$ cat config.mk
export PLATFORM = sky130hd
export DESIGN_NAME = cache_refill_unit
export DESIGN_NICKNAME = d
export VERILOG_FILES = /design/src/rtl/cache_refill_unit.sv
export SDC_FILE = /design/constraint.sdc
export NUM_CORES = 1
export LEC_CHECK = 0
export CORE_AREA = 2 2 278 280
export CTS_BUF_LIST = sky130_fd_sc_hd__clkbuf_16
export DETAILED_ROUTE_END_ITERATION = 12
export DIE_AREA = 0 0 280 282
export PLACE_DENSITY_LB_ADDON = 0.25
export SETUP_SLACK_MARGIN = 0.1
export SLEW_MARGIN = 20
export SYNTH_ARGS = -nofsm -noshare
export SYNTH_HDL_FRONTEND = slang
export SYNTH_SLANG_ARGS = --single-unit
$ cat constraint.sdc
create_clock -name clk -period 8.5 [get_ports clk]
set_clock_uncertainty 0.15 [all_clocks]
set_input_delay 2.55 -clock clk [delete_from_list [all_inputs] [get_ports clk]]
set_output_delay 2.55 -clock clk [all_outputs]
set_load 0.03 [all_outputs]
$ cat src/rtl/cache_refill_unit.sv
// Cache line refill engine: accepts one miss, fetches a 16-beat line from memory,
// and hands the assembled line to the cache with a round-robin victim way per set.
module cache_refill_unit #(
    parameter int unsigned TIMEOUT = 64
) (
    input  logic         clk,
    input  logic         rstn,
    input  logic         miss_valid,
    output logic         miss_ready,
    input  logic [31:0]  miss_addr,
    input  logic [31:0]  miss_pc,
    output logic         mem_req_valid,
    input  logic         mem_req_ready,
    output logic [31:0]  mem_req_addr,
    input  logic         mem_resp_valid,
    input  logic [31:0]  mem_resp_data,
    output logic         refill_valid,
    input  logic         refill_ready,
    output logic [18:0]  refill_tag,
    output logic [6:0]   refill_index,
    output logic [1:0]   refill_way,
    output logic [511:0] refill_data,
    output logic [31:0]  refill_pc,
    output logic         refill_err,
    output logic         busy
);

    localparam int unsigned IW = $clog2(TIMEOUT + 1);

    typedef enum logic [1:0] {IDLE, REQ, COLLECT, REFILL} state_t;

    state_t         state, state_nxt;
    logic [25:0]    line_q;
    logic [31:0]    pc_q;
    logic [3:0]     beat_cnt;
    logic [IW-1:0]  idle_cnt;
    logic [511:0]   line_buf;
    logic [1:0]     ptr [128];
    logic           err_q;

    logic accept, req_hs, beat, last_beat, timeout_hit, refill_hs;
    logic unused_offset;

    always_comb begin
        state_nxt     = state;
        miss_ready    = (state == IDLE);
        mem_req_valid = (state == REQ);
        refill_valid  = (state == REFILL);
        busy          = (state != IDLE);
        accept        = miss_valid && (state == IDLE);
        req_hs        = (state == REQ) && mem_req_ready;
        beat          = (state == COLLECT) && mem_resp_valid;
        last_beat     = beat && (beat_cnt == 4'd15);
        // A beat arriving on the final idle cycle still counts, so only abort when silent.
        timeout_hit   = (state == COLLECT) && !mem_resp_valid && (idle_cnt == IW'(TIMEOUT - 1));
        refill_hs     = (state == REFILL) && refill_ready;

        case (state)
            IDLE:    if (accept)      state_nxt = REQ;
            REQ:     if (req_hs)      state_nxt = COLLECT;
            COLLECT: if (last_beat)   state_nxt = REFILL;
                     else if (timeout_hit) state_nxt = IDLE;
            REFILL:  if (refill_hs)   state_nxt = IDLE;
            default:                  state_nxt = IDLE;
        endcase

        mem_req_addr  = {line_q, 6'b0};
        refill_tag    = line_q[25:7];
        refill_index  = line_q[6:0];
        refill_way    = ptr[line_q[6:0]];
        refill_data   = line_buf;
        refill_pc     = pc_q;
        refill_err    = err_q;
        unused_offset = ^miss_addr[5:0];
    end

    always_ff @(posedge clk) begin
        if (!rstn) begin
            state    <= IDLE;
            line_q   <= '0;
            pc_q     <= '0;
            beat_cnt <= '0;
            idle_cnt <= '0;
            line_buf <= '0;
            err_q    <= 1'b0;
            for (int unsigned i = 0; i < 128; i++) begin
                ptr[i] <= '0;
            end
        end else begin
            state <= state_nxt;
            err_q <= timeout_hit;

            if (accept) begin
                line_q <= miss_addr[31:6];
                pc_q   <= miss_pc;
            end

            if (req_hs) begin
                beat_cnt <= '0;
                idle_cnt <= '0;
                line_buf <= '0;
            end

            if (beat) begin
                line_buf[{beat_cnt, 5'd0} +: 32] <= mem_resp_data;
                beat_cnt <= beat_cnt + 1'b1;
                idle_cnt <= '0;
            end else if (timeout_hit) begin
                beat_cnt <= '0;
                idle_cnt <= '0;
                line_buf <= '0;
            end else if (state == COLLECT) begin
                idle_cnt <= idle_cnt + 1'b1;
            end

            if (refill_hs) begin
                ptr[line_q[6:0]] <= ptr[line_q[6:0]] + 1'b1;
            end
        end
    end

endmodule

==> results.md <==
- The effective utilization at floorplan is 43.1%.
- The total half-perimeter wirelength after legalization and detailed placement is 85.0 mm.
- The switching share of power is 26.5%.
- In this run the tool buffered the top-level ports with around 700 buffer cells.
- The number of post-CTS setup repair buffers is 0.
- VDD sags by at most roughly 0.00017 V.
- The number of synthesis warnings is 0.
- The post-detailed-route via-to-cell ratio is 5.96.
- The length in cells of the worst reg-to-reg path is 9.
- For the worst setup path, the data required time is just under 6 ns.
- Of the total power, the clock network draws between 40% and 50%.
- The net switching power figure is 2.41 mW.
- For hold timing, the worst endpoint is refill_data[227].
- The placement-stage worst setup slack is ~2.3 ns.
- The critical path class is reg2out.
- In the synthesized netlist, mux cells make up 4.63% of the area.
- The startpoint type of the worst setup path is a flip-flop.
- The prevailing post-synth register cell is dfxtp_1.
- Of the post-synthesis cell area, the dominant cell type holds 36.3%.
- The clock period minus final worst setup slack is 6.88 ns.
- Of the cells placed in the final design, the portion with a size suffix greater than 1 is around 13%.
- The relative area change from synthesis to final layout is 31.8%.
- The worst register-to-register path has a setup slack of 3.54 ns.
- The flow ran to the end, and the final reports show no timing, DRC or antenna violations.
- Cell internal power was estimated by the tool at roughly 6.7 mW.
- For this design the ratio of total power to cell area is 212 nW/µm².
- The slowest cell on the critical path is dfxtp_4.
- The first global-routing pass estimated 177 mm of wire.
- The tree built by TritonCTS fans out to 847 sinks.
- Summing the areas of all compound-gate instances in the mapped netlist gives 18.0% of the synthesized area.
- The die is 282 µm tall.
- The via count of the first global-routing pass was roughly 26k.
- The initial antenna violation count is 2.
- After synthesis, the largest family of logic cells by area is compound AO/OA/AOI/OAI gates.
- Across all layers, the routed design uses ~26k vias.
- The residual DRC count is 0.
- In this run the number of H-tree levels came out at 3.
- The placeable core area is 75700 µm².
- The maximum clock frequency is around 150 MHz.
- Data on the critical path arrives at its endpoint at 4.18 ns.
- The post-route cell area is 43000 µm².
- The net count of the finished layout is between 3k and 4k.
- The startpoint identified for the worst hold timing path is refill_data[227].
- The post-synthesis cell type with the largest combined area is dfxtp_1.
- The synthesized netlist devotes 12.3% of its cell area to simple gates.
- The clock-pin slew reported for the worst setup and hold paths after clock tree synthesis is approximately 0.06 ns.
- The least setup slack across all paths after layout is 1.62 ns.
- The worst min-delay path class is reg2reg.
- The endpoint class of the critical path is a primary output.
- The critical path goes through buf_12 -> mux4_2 -> a22oi_1 -> nand4_1 -> nor3_2 -> mux2i_1 -> clkdlybuf4s50_1.
- The final weighted congestion in routability-driven placement is 0.950.
- The final critical path takes up 81.0% of the cycle.
- The final-report max-slew violation count is 0.
- The total placed instance area is 40000 µm².
- Setup repair after global routing left no endpoint under its margin.
- The total negative setup slack is 0 ns.
- Setup violations remaining at the end of the flow were counted as 0.
- In this run the static leakage power is approximately 14 nW.
- The average wire per cell in the routed design is roughly 28 µm.
- The synthesized design contains 847 register bits.
- The floorplan step defined a die boundary enclosing 79000 µm².
- Counting instances, the worst hold path has a depth of 2.
- The synthesized netlist devotes 0.153% of its cell area to adder and majority cells.
- Combinational logic is responsible for 10.1% of the overall power.
- The mean instance size in the synthesized netlist is 11.6 µm².
- After clock tree synthesis, the flow added hold-fix buffers numbering 0.
- The mapped netlist covers 32600 µm².
- The top-level I/O count is 711.
- The endpoint of the worst register-to-register path is ptr[94][1].
- Measured along the x axis, the die boundary spans 280 µm.
- The measured slew at the worst slew-check pin is 1.21 ns.
- No sink is reached through more buffers than the 3 on the longest clock path.
- The routed design has 124 mm of wire.
- The overall track demand over capacity in global routing is 30.4%.
- The remaining antenna violation count after routing is 0.
- Yosys attributes the largest share of cell area to dfxtp_1 36%, edfxtp_1 24%, a22o_1 6.0%, a32o_1 4.9%, mux4_2 4.4%.
- The total of max-cap violations is 0.
- The number of inserted filler cells in the final layout is 6176.
- The root buffer cell is clkbuf_16.
- The remaining max-slew budget at the tightest pin is 19.1%.
- The maximum number of pins on one net before global-route repair is 100.
- Synthesis instantiated 49 different standard cells from the library.
- The detailed router finished its first iteration with 2665 violations.
- The synthesized netlist devotes 0.134% of its cell area to XOR and XNOR gates.
- Row generation in the floorplan step produced 101 rows.
- Before antenna repair, the detailed router went through 5 iterations.
- The worst-path maximum fanout is 37.
- After technology mapping, the gate count stands at between 2k and 3k.
- The sequential fraction of the synthesis area is 59.8%.
- The number of clock buffers added by TritonCTS is 91.
- The sequential cell fraction of total power is 47.0%.
- The remaining global-route overflow is 0.
- The final hold violation count was 0.
- At the later pin of the worst-skew pair, clock insertion delay measures between 0.6 and 0.7 ns.
- TritonCTS built the clock tree.
- Yosys mapped a number of flops with a built-in enable equal to ~260.
- Post-CTS repair changed the size of 0 cells.
- After synthesis, the share of flip-flops with an asynchronous set or reset is 0%.
- The peak per-stage delay on the critical path is 0.86 ns.
sequential cells by signal, summed over array words and instances (netlist names), named ones only:
name,flops
refill_err,1
beat_cnt,4
state,2
idle_cnt,7
line_q,26
refill_data,512
refill_pc,32
ptr,256
power by group through the flow:
stage / logic, mW / registers (mW) / clock network [mW]
2_1_floorplan: 0.577 / 4.38 / 0
3_3_place_gp: 0.883 / 4.37 / 0
3_5_place_dp: 0.901 / 4.37 / 0
4_1_cts: 0.903 / 4.28 / 3.96
5_1_grt: 0.961 / 4.29 / 4.12
6_report: 0.921 / 4.28 / 3.92
cells in the mapped netlist, drive strengths merged, types with 23 or more instances:
library cell	n
a21boi	62
a21oi	27
a22o	222
a22oi	60
a32o	160
buf	107
clkbuf	242
dfxtp	591
edfxtp	256
mux4	64
nand2	332
nand3	23
nor2	51
nor2b	47
nor3	257
o21ai	229
metal layers:
metal  up-vias  GRT usage (%)  share of wire [%]  wire (µm)
met4         2           13.9                5.1       6410
li1      11500              -                  -          -
met5         -              0              0.010         13
met1     13200           36.4                 37      46500
met3       307           9.69                9.6      11900
met2      1198           50.1                 48      59600
worst max-delay path by stage:
stage | slack, ns | to | cells past startpoint
final | 1.62 | refill_way[1] | 7
after global placement | 2.33 | refill_way[1] | 7
after CTS | 1.61 | refill_way[0] | 7
after detailed placement | 2.29 | refill_way[0] | 7
after global routing | 1.47 | refill_way[1] | 7
after floorplan | 3.60 | refill_way[0] | 8
worst max-delay path, delay by kind of cell (launching register included):
family,cells,cell delay [ns]
AO/OA/AOI/OAI,1,0.34
buffers and inverters,2,1.00
flip-flops,1,0.86
multiplexers,2,0.78
AND/OR/NAND/NOR,2,0.50
per-stage QoR:
stage / hold slack, ns / total power [mW] / util [%] / instances
final: 0.298 / 9.12 / 56.8 / 4382
after global placement: 0.285 / 5.25 / 52.8 / 4211
after global routing: 0.327 / 9.37 / 56.8 / 4381
after detailed placement: 0.291 / 5.27 / 52.8 / 4212
after CTS: 0.305 / 9.15 / 56.7 / 4377
after floorplan: 0.277 / 4.96 / - / 2819
logic make-up after synthesis:
| family | after synthesis |
|---|---|
| XOR/XNOR | 5 |
| AND/OR/NAND/NOR | 753 |
| adder cells (fa/ha/maj) | 4 |
| buffers and inverters | 354 |
| flip-flops | 847 |
| other | 1 |
| AO/OA/AOI/OAI | 779 |
| multiplexers | 71 |
layout by cell type, fill, tap and decap left out, drive strengths merged, types with 64 or more instances in the layout:
cell,synthesis,final
clkdlybuf4s50,0,694
dfxtp,591,591
nand2,332,332
nor3,257,257
edfxtp,256,256
o21ai,229,229
a22o,222,222
a32o,160,160
clkbuf,242,91
buf,107,74
mux4,64,64
cell type report:
class / count / area (µm²) / area share [%]
Antenna cell: 1 / 2.50 / 0.00582
Clock buffer: 91 / 2280 / 5.29
Clock inverter: 74 / 658 / 1.53
Inverter: 5 / 18.8 / 0.0436
Multi-Input combinational cell: 1618 / 11700 / 27.3
Sequential cell: 847 / 19500 / 45.4
Tap cell: 978 / 1220 / 2.84
Timing Repair Buffer: 768 / 7570 / 17.6
Note: power is estimated with default switching activity, not from simulation.
